==> src/rtl/micro_sequencer.sv <==
// Microprogrammed sequencer: selects the next micro-address from an eight-way mode field,
// registers the returned microword, and keeps a small micro-subroutine return stack.
module micro_sequencer #(
    parameter int unsigned SW          = 5,
    parameter int unsigned CW          = 28,
    parameter int unsigned NCOND       = 4,
    parameter int unsigned CSW         = 2,
    parameter int unsigned DEPTH       = 4,
    parameter int unsigned FETCH_STATE = 1,
    parameter int unsigned RESET_STATE = 0
) (
    input  logic                           clk,
    input  logic                           clr,
    input  logic                           hold,
    input  logic [SW-1:0]                  dispatch_addr,
    input  logic [NCOND-1:0]               cond,
    input  logic [CW-1:0]                  uw_ctrl,
    input  logic [2:0]                     uw_ns,
    input  logic [CSW-1:0]                 uw_csel,
    input  logic                           uw_inv,
    input  logic [SW-1:0]                  uw_cr,
    output logic [SW-1:0]                  rom_addr,
    output logic [SW-1:0]                  present_state,
    output logic [CW-1:0]                  ctrl,
    output logic [$clog2(DEPTH+1)-1:0]     stack_level,
    output logic                           stk_ovf,
    output logic                           stk_unf
);

    localparam int unsigned SPW = $clog2(DEPTH + 1);
    localparam int unsigned NCE = 1 << CSW;

    localparam logic [2:0] NS_DISPATCH = 3'b000;
    localparam logic [2:0] NS_FETCH    = 3'b001;
    localparam logic [2:0] NS_JUMP     = 3'b010;
    localparam logic [2:0] NS_INC      = 3'b011;
    localparam logic [2:0] NS_BRANCH   = 3'b100;
    localparam logic [2:0] NS_WAIT     = 3'b101;
    localparam logic [2:0] NS_CALL     = 3'b110;
    localparam logic [2:0] NS_RET      = 3'b111;

    logic [SW-1:0]  present_state_q, present_state_d;
    logic [CW-1:0]  ctrl_q, ctrl_d;
    logic [2:0]     ns_q, ns_d;
    logic [CSW-1:0] csel_q, csel_d;
    logic           inv_q, inv_d;
    logic [SW-1:0]  cr_q, cr_d;
    logic [SW-1:0]  stack_q [DEPTH];
    logic [SW-1:0]  stack_d [DEPTH];
    logic [SPW-1:0] sp_q, sp_d;
    logic           ovf_q, ovf_d;
    logic           unf_q, unf_d;

    logic [NCE-1:0] cond_ext;
    logic           c;
    logic [SW-1:0]  inc;
    logic [SW-1:0]  top;
    logic           full;
    logic           empty;

    // Unpopulated condition selects read as 0 before the invert.
    assign cond_ext = NCE'(cond);
    assign c        = cond_ext[csel_q] ^ inv_q;
    assign inc      = present_state_q + SW'(1);
    assign full     = (sp_q == SPW'(DEPTH));
    assign empty    = (sp_q == '0);

    // Return target; an empty stack falls back to instruction fetch.
    always_comb begin
        top = SW'(FETCH_STATE);
        for (int unsigned i = 0; i < DEPTH; i++) begin
            if (!empty && (SPW'(i) == sp_q - SPW'(1))) begin
                top = stack_q[i];
            end
        end
    end

    // Next micro-address, presented combinationally to the microstore.
    always_comb begin
        rom_addr = present_state_q;
        if (clr) begin
            rom_addr = SW'(RESET_STATE);
        end else if (!hold) begin
            case (ns_q)
                NS_DISPATCH: rom_addr = dispatch_addr;
                NS_FETCH:    rom_addr = SW'(FETCH_STATE);
                NS_JUMP:     rom_addr = cr_q;
                NS_INC:      rom_addr = inc;
                NS_BRANCH:   rom_addr = c ? cr_q : inc;
                NS_WAIT:     rom_addr = c ? inc : present_state_q;
                NS_CALL:     rom_addr = cr_q;
                NS_RET:      rom_addr = top;
                default:     rom_addr = present_state_q;
            endcase
        end
    end

    always_comb begin
        present_state_d = present_state_q;
        ctrl_d          = ctrl_q;
        ns_d            = ns_q;
        csel_d          = csel_q;
        inv_d           = inv_q;
        cr_d            = cr_q;
        stack_d         = stack_q;
        sp_d            = sp_q;
        ovf_d           = ovf_q;
        unf_d           = unf_q;
        if (!hold) begin
            present_state_d = rom_addr;
            ctrl_d          = uw_ctrl;
            ns_d            = uw_ns;
            csel_d          = uw_csel;
            inv_d           = uw_inv;
            cr_d            = uw_cr;
            // Overflowing calls still jump; only the return address is lost.
            if (ns_q == NS_CALL) begin
                if (!full) begin
                    for (int unsigned i = 0; i < DEPTH; i++) begin
                        if (SPW'(i) == sp_q) begin
                            stack_d[i] = inc;
                        end
                    end
                    sp_d = sp_q + SPW'(1);
                end else begin
                    ovf_d = 1'b1;
                end
            end else if (ns_q == NS_RET) begin
                if (!empty) begin
                    sp_d = sp_q - SPW'(1);
                end else begin
                    unf_d = 1'b1;
                end
            end
        end
    end

    always_ff @(posedge clk) begin
        if (clr) begin
            present_state_q <= SW'(RESET_STATE);
            ctrl_q          <= '0;
            ns_q            <= NS_JUMP;
            csel_q          <= '0;
            inv_q           <= 1'b0;
            cr_q            <= SW'(RESET_STATE);
            sp_q            <= '0;
            ovf_q           <= 1'b0;
            unf_q           <= 1'b0;
        end else begin
            present_state_q <= present_state_d;
            ctrl_q          <= ctrl_d;
            ns_q            <= ns_d;
            csel_q          <= csel_d;
            inv_q           <= inv_d;
            cr_q            <= cr_d;
            stack_q         <= stack_d;
            sp_q            <= sp_d;
            ovf_q           <= ovf_d;
            unf_q           <= unf_d;
        end
    end

    assign present_state = present_state_q;
    assign ctrl          = ctrl_q;
    assign stack_level   = sp_q;
    assign stk_ovf       = ovf_q;
    assign stk_unf       = unf_q;

endmodule

==> config.mk <==
export PLATFORM = sky130hd
export DESIGN_NAME = micro_sequencer
export DESIGN_NICKNAME = d
export VERILOG_FILES = /design/src/rtl/micro_sequencer.sv
export SDC_FILE = /design/constraint.sdc
export NUM_CORES = 1
export LEC_CHECK = 0
export BUFFER_PORTS_ARGS = -buffer_cell sky130_fd_sc_hd__buf_2
export CORE_MARGIN = 2
export CORE_UTILIZATION = 30
export CTS_CLUSTER_DIAMETER = 120
export DETAILED_ROUTE_END_ITERATION = 7
export SLEW_MARGIN = 0
export SYNTH_ARGS = -nofsm -noshare
export SYNTH_HDL_FRONTEND = slang
export SYNTH_SLANG_ARGS = --single-unit
==> constraint.sdc <==
create_clock -name clk -period 2.2 [get_ports clk]
set_input_delay 0.11 -clock clk [delete_from_list [all_inputs] [get_ports clk]]
set_output_delay 0.11 -clock clk [all_outputs]
set_load 0.02 [all_outputs]
# Word level (Yosys, flattened, before mapping)
# Cells that the tools add are included.
totals:
  register_bits: 69
  inputBits: 51
  output_inout_bits: 43
classes:
  n_addsub: 3
  magnitude_cmp: 1
  n_eq_ne: 16
  muxes: 15
  n_bitwise: 5
  reduce_logical: 17
op_table:
  columns: ["operator", "count"]
  rows:
  - ["$mux W5", 8]
  - ["$pmux W5 S7", 1]
  - ["$reduce_and A5 Y1", 4]
  - ["$eq A3 B3 Y1 const B", 5]
  - ["$eq A2 B3 Y1 const A", 4]
  - ["$mux W3", 4]
  - ["$logic_not A3 Y1", 3]
  - ["$reduce_and A4 Y1", 2]
  - ["$eq A1 B3 Y1 const A", 2]
  - ["$eq A3 B2 Y1 const B", 2]
  - ["$add A5 B1 Y5 const B", 1]
  - ["$logic_and A1 B1 Y1", 4]
  - ["$not A1 Y1", 4]
  - ["$add A3 B1 Y3 const B", 1]
  - ["$eq A3 B1 Y1 const B", 1]
  - ["$lt A2 B3 Y1 const B", 1]
  - ["$reduce_and A3 Y1", 1]
  - ["$sub A3 B1 Y3 const B", 1]
  - ["$bmux W1 S2", 1]
  - ["$ne A2 B1 Y1 const B", 1]
  - ["$ne A2 B2 Y1 const B", 1]
  - ["$reduce_bool A2 Y1", 1]
  - ["$reduce_or A2 Y1", 1]
  - ["$logic_not A1 Y1", 1]
  - ["2 further kinds", 2]

# Logic depth before layout (Yosys ltp)
logic_depth:
  ltp_word: 10
  depth_mapped: 9
  ltp_nobuf: 8

# Worst setup path before layout
# No wires, ideal clock.
synth_timing:
  kind: "reg2out"
  from: "reg sp_q[0], in the netlist stack_level[0]"
  to: "out rom_addr[2]"
  t_arrival_ns: 2.237
  slack_ns: -0.147
  stages_incl_launch_ff: 9
  path_buffers: 0
  cell_sequence: "dfxtp_1 -> inv_1 -> ha_1 -> nor2b_1 -> a221oi_1 -> nor3_1 -> a21o_2 -> a221oi_1 -> a211oi_1"
synth_between:
  elab_chain_len: 10
synth_rtl:
  columns: ["element", "line_no", "source"]
  rows:
  - ["start: declaration", "50", "logic [SPW-1:0] sp_q, sp_d;"]
  - ["start signal: assignment", "157", "sp_q <= sp_d;"]
  - ["$sub A3 B1 Y3 / $logic_not A3 Y1 (equally long branches)", "72, 66", null]
  - ["$logic_not A3 Y1 / $logic_not A1 Y1 (equally long branches)", null, null]
  - ["$logic_and A1 B1 Y1", "72", "if (!empty && (SPW'(i) == sp_q - SPW'(1))) begin"]
  - ["$mux W5 (3 in series)", "72", null]
  - ["$mux W5 (*)", "72", null]
  - ["$pmux W5 S7 (*)", "84", "case (ns_q)"]
  - ["$mux W5 (*)", "83", "end else if (!hold) begin"]
  - ["$mux W5 (*)", "81", "if (clr) begin"]
  - ["end: declaration", "22", "output logic [SW-1:0] rom_addr,"]
# Every way passes the cells marked *; elsewhere a longest branch is shown, timed or not.

# Worst setup path after layout
layout_timing:
  from: "reg csel_q[0]"
  to: "out rom_addr[2]"
layout_between:
  elab_chain_len: 7
layout_rtl:
  columns: ["element", "line_no", "source"]
  rows:
  - ["start: declaration", "45", "logic [CSW-1:0] csel_q, csel_d;"]
  - ["start signal: assignment", "153", "csel_q <= csel_d;"]
  - ["$bmux W1 S2 (*)", "63", "assign c = cond_ext[csel_q] ^ inv_q;"]
  - ["$mux W1 (not written as such) (*)", "63", null]
  - ["$xor A1 B1 Y1 (*)", "63", null]
  - ["$mux W5 (on tied branches)", "90, 89", null]
  - ["$pmux W5 S7 (*)", "84", null]
  - ["$mux W5 (*)", "83", null]
  - ["$mux W5 (*)", "81", null]
# Every way passes the cells marked *; elsewhere a longest branch is shown, timed or not. The select of a mux whose other input is x is not followed.

==> reports/qor.yml <==
floorplanning:
  boundaryPins: 94
  fp.dieW_microns: 109.0
  rows: 38
  core_sq_um: 10790
  initial_core_util_pct: 30.63
  dieArea_sq_um: 11870
  die_h_microns: 109.0
placed_design:
  globalplace.congestion: 0.8756
  portBuffers: 93
  place_area_sq_um: 4005
  dp_hpwl_mm: 6.197
  dp_slack_ps: -12.52
power:
  clkPwrFrac_pct: 32.9
  seqPwrFrac_pct: 46.9
  power_density_nw_per_um2: 641.9
  ir_drop_mv: 0.3524
  totalPowerFinal_uw: 3018
  p_sw_uw: 849.4
  share_comb_of_total_power_pct: 20.2
  p_sw_share_pct: 28.14
  p_leak_uw: 0.002093
  intPower_uw: 2169
critical_path:
  cp-endpoint: "rom_addr[2]"
  reg2reg_depth: 12
  crit_fanout: 3
  worst_setup_path_start_kind: "register"
  reg2reg_from: "csel_q[0]"
  critPathKind: "reg -> out"
  worstPathArrival_ps: 2380
  reg2reg_to: "present_state[0]"
  crit_required_ps: 2090
  endpoint_kind: "output port"
  critPathLaunch: "csel_q[0]"
  rrSetupSlack_ps: -80
cells_and_area:
  antenna-diode-count: 0
  mostFrequentLayoutCells: "buf_2, nor2_1, dfxtp_1"
  syn_to_final_growth_pct: 42.24
  layout-drive-gt1-share_pct: 35.14
  final_common_cell: "buf_2"
  nets: 536
  stdcell_area_sq_um: 4702
synth:
  syn_inst: 331
  synth_edf_count: 20
  syn_area_per_cell_sq_um: 9.987
  synth_warnings: 0
  syn-cell-area_sq_um: 3306
  ys_ff_latch: 69
  synth-seq-area-share_pct: 47.84
  async_flop_share_pct: 0
  syn_nets: 391
  yosys.cell_types.count: 56
  synth_ff_type: "dfxtp_1"
global_route:
  grt_pass1_wl_mm: 14.10
  antenna_found_initial: 0
  grt_pass1_vias: 2916
  grt_max_degree: 29
  grt_overflow_total: 0
  grt.total_usage_pct: 15.30
clocking:
  clockBufferDepth: 2
  cts_buffers: 9
  clk_latency_ps: 340
  clkSinkCount: 69
  htreeDepth: 3
  clk_pin_slew_ps: 70
  cts-root-buf: "clkbuf_8"
  cts_tree: "done"
status:
  status: "finished with violations"
  violations: "setup timing"
sta:
  finalWorstSetupSlack_ps: -285.2
  period_minus_slack_ps: 2485
  tightestPinTransition_ps: 465.1
  drv_slew: 0
  timing.final.crit_share_pct: 113.0
  relSlewSlack_pct: 68.99
  setup_viol: 6
  hold_viol: 0
  fin_skew_ps: 15.05
  grt_setup_unrepaired: "true"
  max_freq_mhz: 402.4
detailed_routing:
  num_vias: 3025
  finalWirelength_mm: 9.059
  vias_per_cell: 4.871
  first_pass_iters: 4
  drt_first_iter_violations: 121
  post_drt_wl_per_cell_microns: 14.59
  drtAntennaViolNets: 0
  drcViolationCount: 0
job:
  maxCapViolations: 0
min_path:
  hp-class: "in -> reg"
  hold-path-cell-count: 3
[power groups by stage]
stage	clock (uW)	sequential [uW]	combinational, uW
floorplan	0	1480	289
global placement	0	1440	511
detailed placement	0	1440	521
CTS	1030	1410	581
global route	1070	1420	662
finish	993	1420	609
[registers in the layout (all words and copies together), names as in the netlist]
register / cells
present_state: 5
inv_q: 1
stack_level: 3
ns_q: 3
cr_q: 5
ctrl: 28
stk_unf: 1
stk_ovf: 1
stack_q: 20
csel_q: 2
[worst min path at each step]
stage,startpoint,to
after global placement,uw_ctrl[13],ctrl[13]
after global routing,uw_ctrl[21],ctrl[21]
final,uw_csel[0],csel_q[0]
after detailed placement,uw_cr[0],cr_q[0]
after floorplan,uw_cr[0],cr_q[0]
after CTS,uw_ctrl[6],ctrl[6]
[metrics by stage]
| step | setup TNS, ps | cells | utilization [%] | hold slack, ps |
|---|---|---|---|---|
| after floorplan | 0 | 331 | - | 253.9 |
| after global placement | 0 | 567 | 37.11 | 337.8 |
| after detailed placement | -12.52 | 567 | 37.11 | 347.6 |
| after CTS | -1193 | 619 | 42.80 | 0.6573 |
| after global routing | -1889 | 621 | 43.57 | 13.79 |
| final | -1153 | 621 | 43.57 | 16.19 |
[area by class of cell]
cell class / count / area, sq um
fill: 1033 / 6091
multi-input combinational: 230 / 1689
sequential: 69 / 1585
timing repair buffer: 155 / 1028
tap: 140 / 175.2
clock buffer: 11 / 131.4
clock inverter: 5 / 51.30
inverter: 11 / 41.29
[routing by layer]
layer | share of wire [%] | routed length (microns) | GRT usage, % | up-vias
met5 | 0 | 0 | 0 | -
met3 | 5.8 | 523 | 3.825 | 12
met2 | 49 | 4473 | 24.49 | 99
li1 | - | - | - | 1469
met1 | 43 | 3912 | 19.53 | 1445
met4 | 1.7 | 150 | 6.593 | 0
[worst max-delay path: stages (launching register included)]
cell      delay (ps)
dfxtp_2          340
mux4_2           580
xor2_2           190
maj3_2           340
o221ai_2         160
nand2_2           90
a211oi_2         180
buf_4            170
[cell usage after synthesis, types with 4 or more instances]
cell type  number  area [sq um]
nor2_1         60         225.2
dfxtp_1        49         980.9
mux2i_1        41         410.4
edfxtp_1       20         600.6
a21oi_1        17         85.08
nand2_1        15         56.30
clkbuf_1       11         41.29
inv_1          11         41.29
ha_1            9         112.6
nor2b_1         7         43.79
a31oi_1         6         37.54
nand3_1         6         30.03
nor3_1          6         30.03
o21ai_0         6         30.03
xnor2_1         4         35.03
[cell families (layout without fill, tap and decap cells)]
kind of cell | after synthesis | after routing | share of synthesized area [%]
AO/OA/AOI/OAI | 60 | 60 | 12.57
XOR/XNOR | 9 | 9 | 2.839
adder cells (fa/ha/maj) | 10 | 10 | 3.747
buffers and inverters | 32 | 182 | 5.072
flip-flops | 69 | 69 | 47.84
multiplexers | 43 | 43 | 13.44
AND/OR/NAND/NOR | 108 | 108 | 14.50
[what timing repair did]
| item | in CTS | in global routing |
|---|---|---|
| endpoints found under the setup margin | 5 | 7 |
| hold endpoints to repair | 29 | 0 |
| pin swaps | 10 | 5 |
| gates resized for setup | 24 | 14 |
| hold buffers | 29 | 0 |
| buffers inserted | 7 | 2 |
Power figures use the tool's default switching activity.
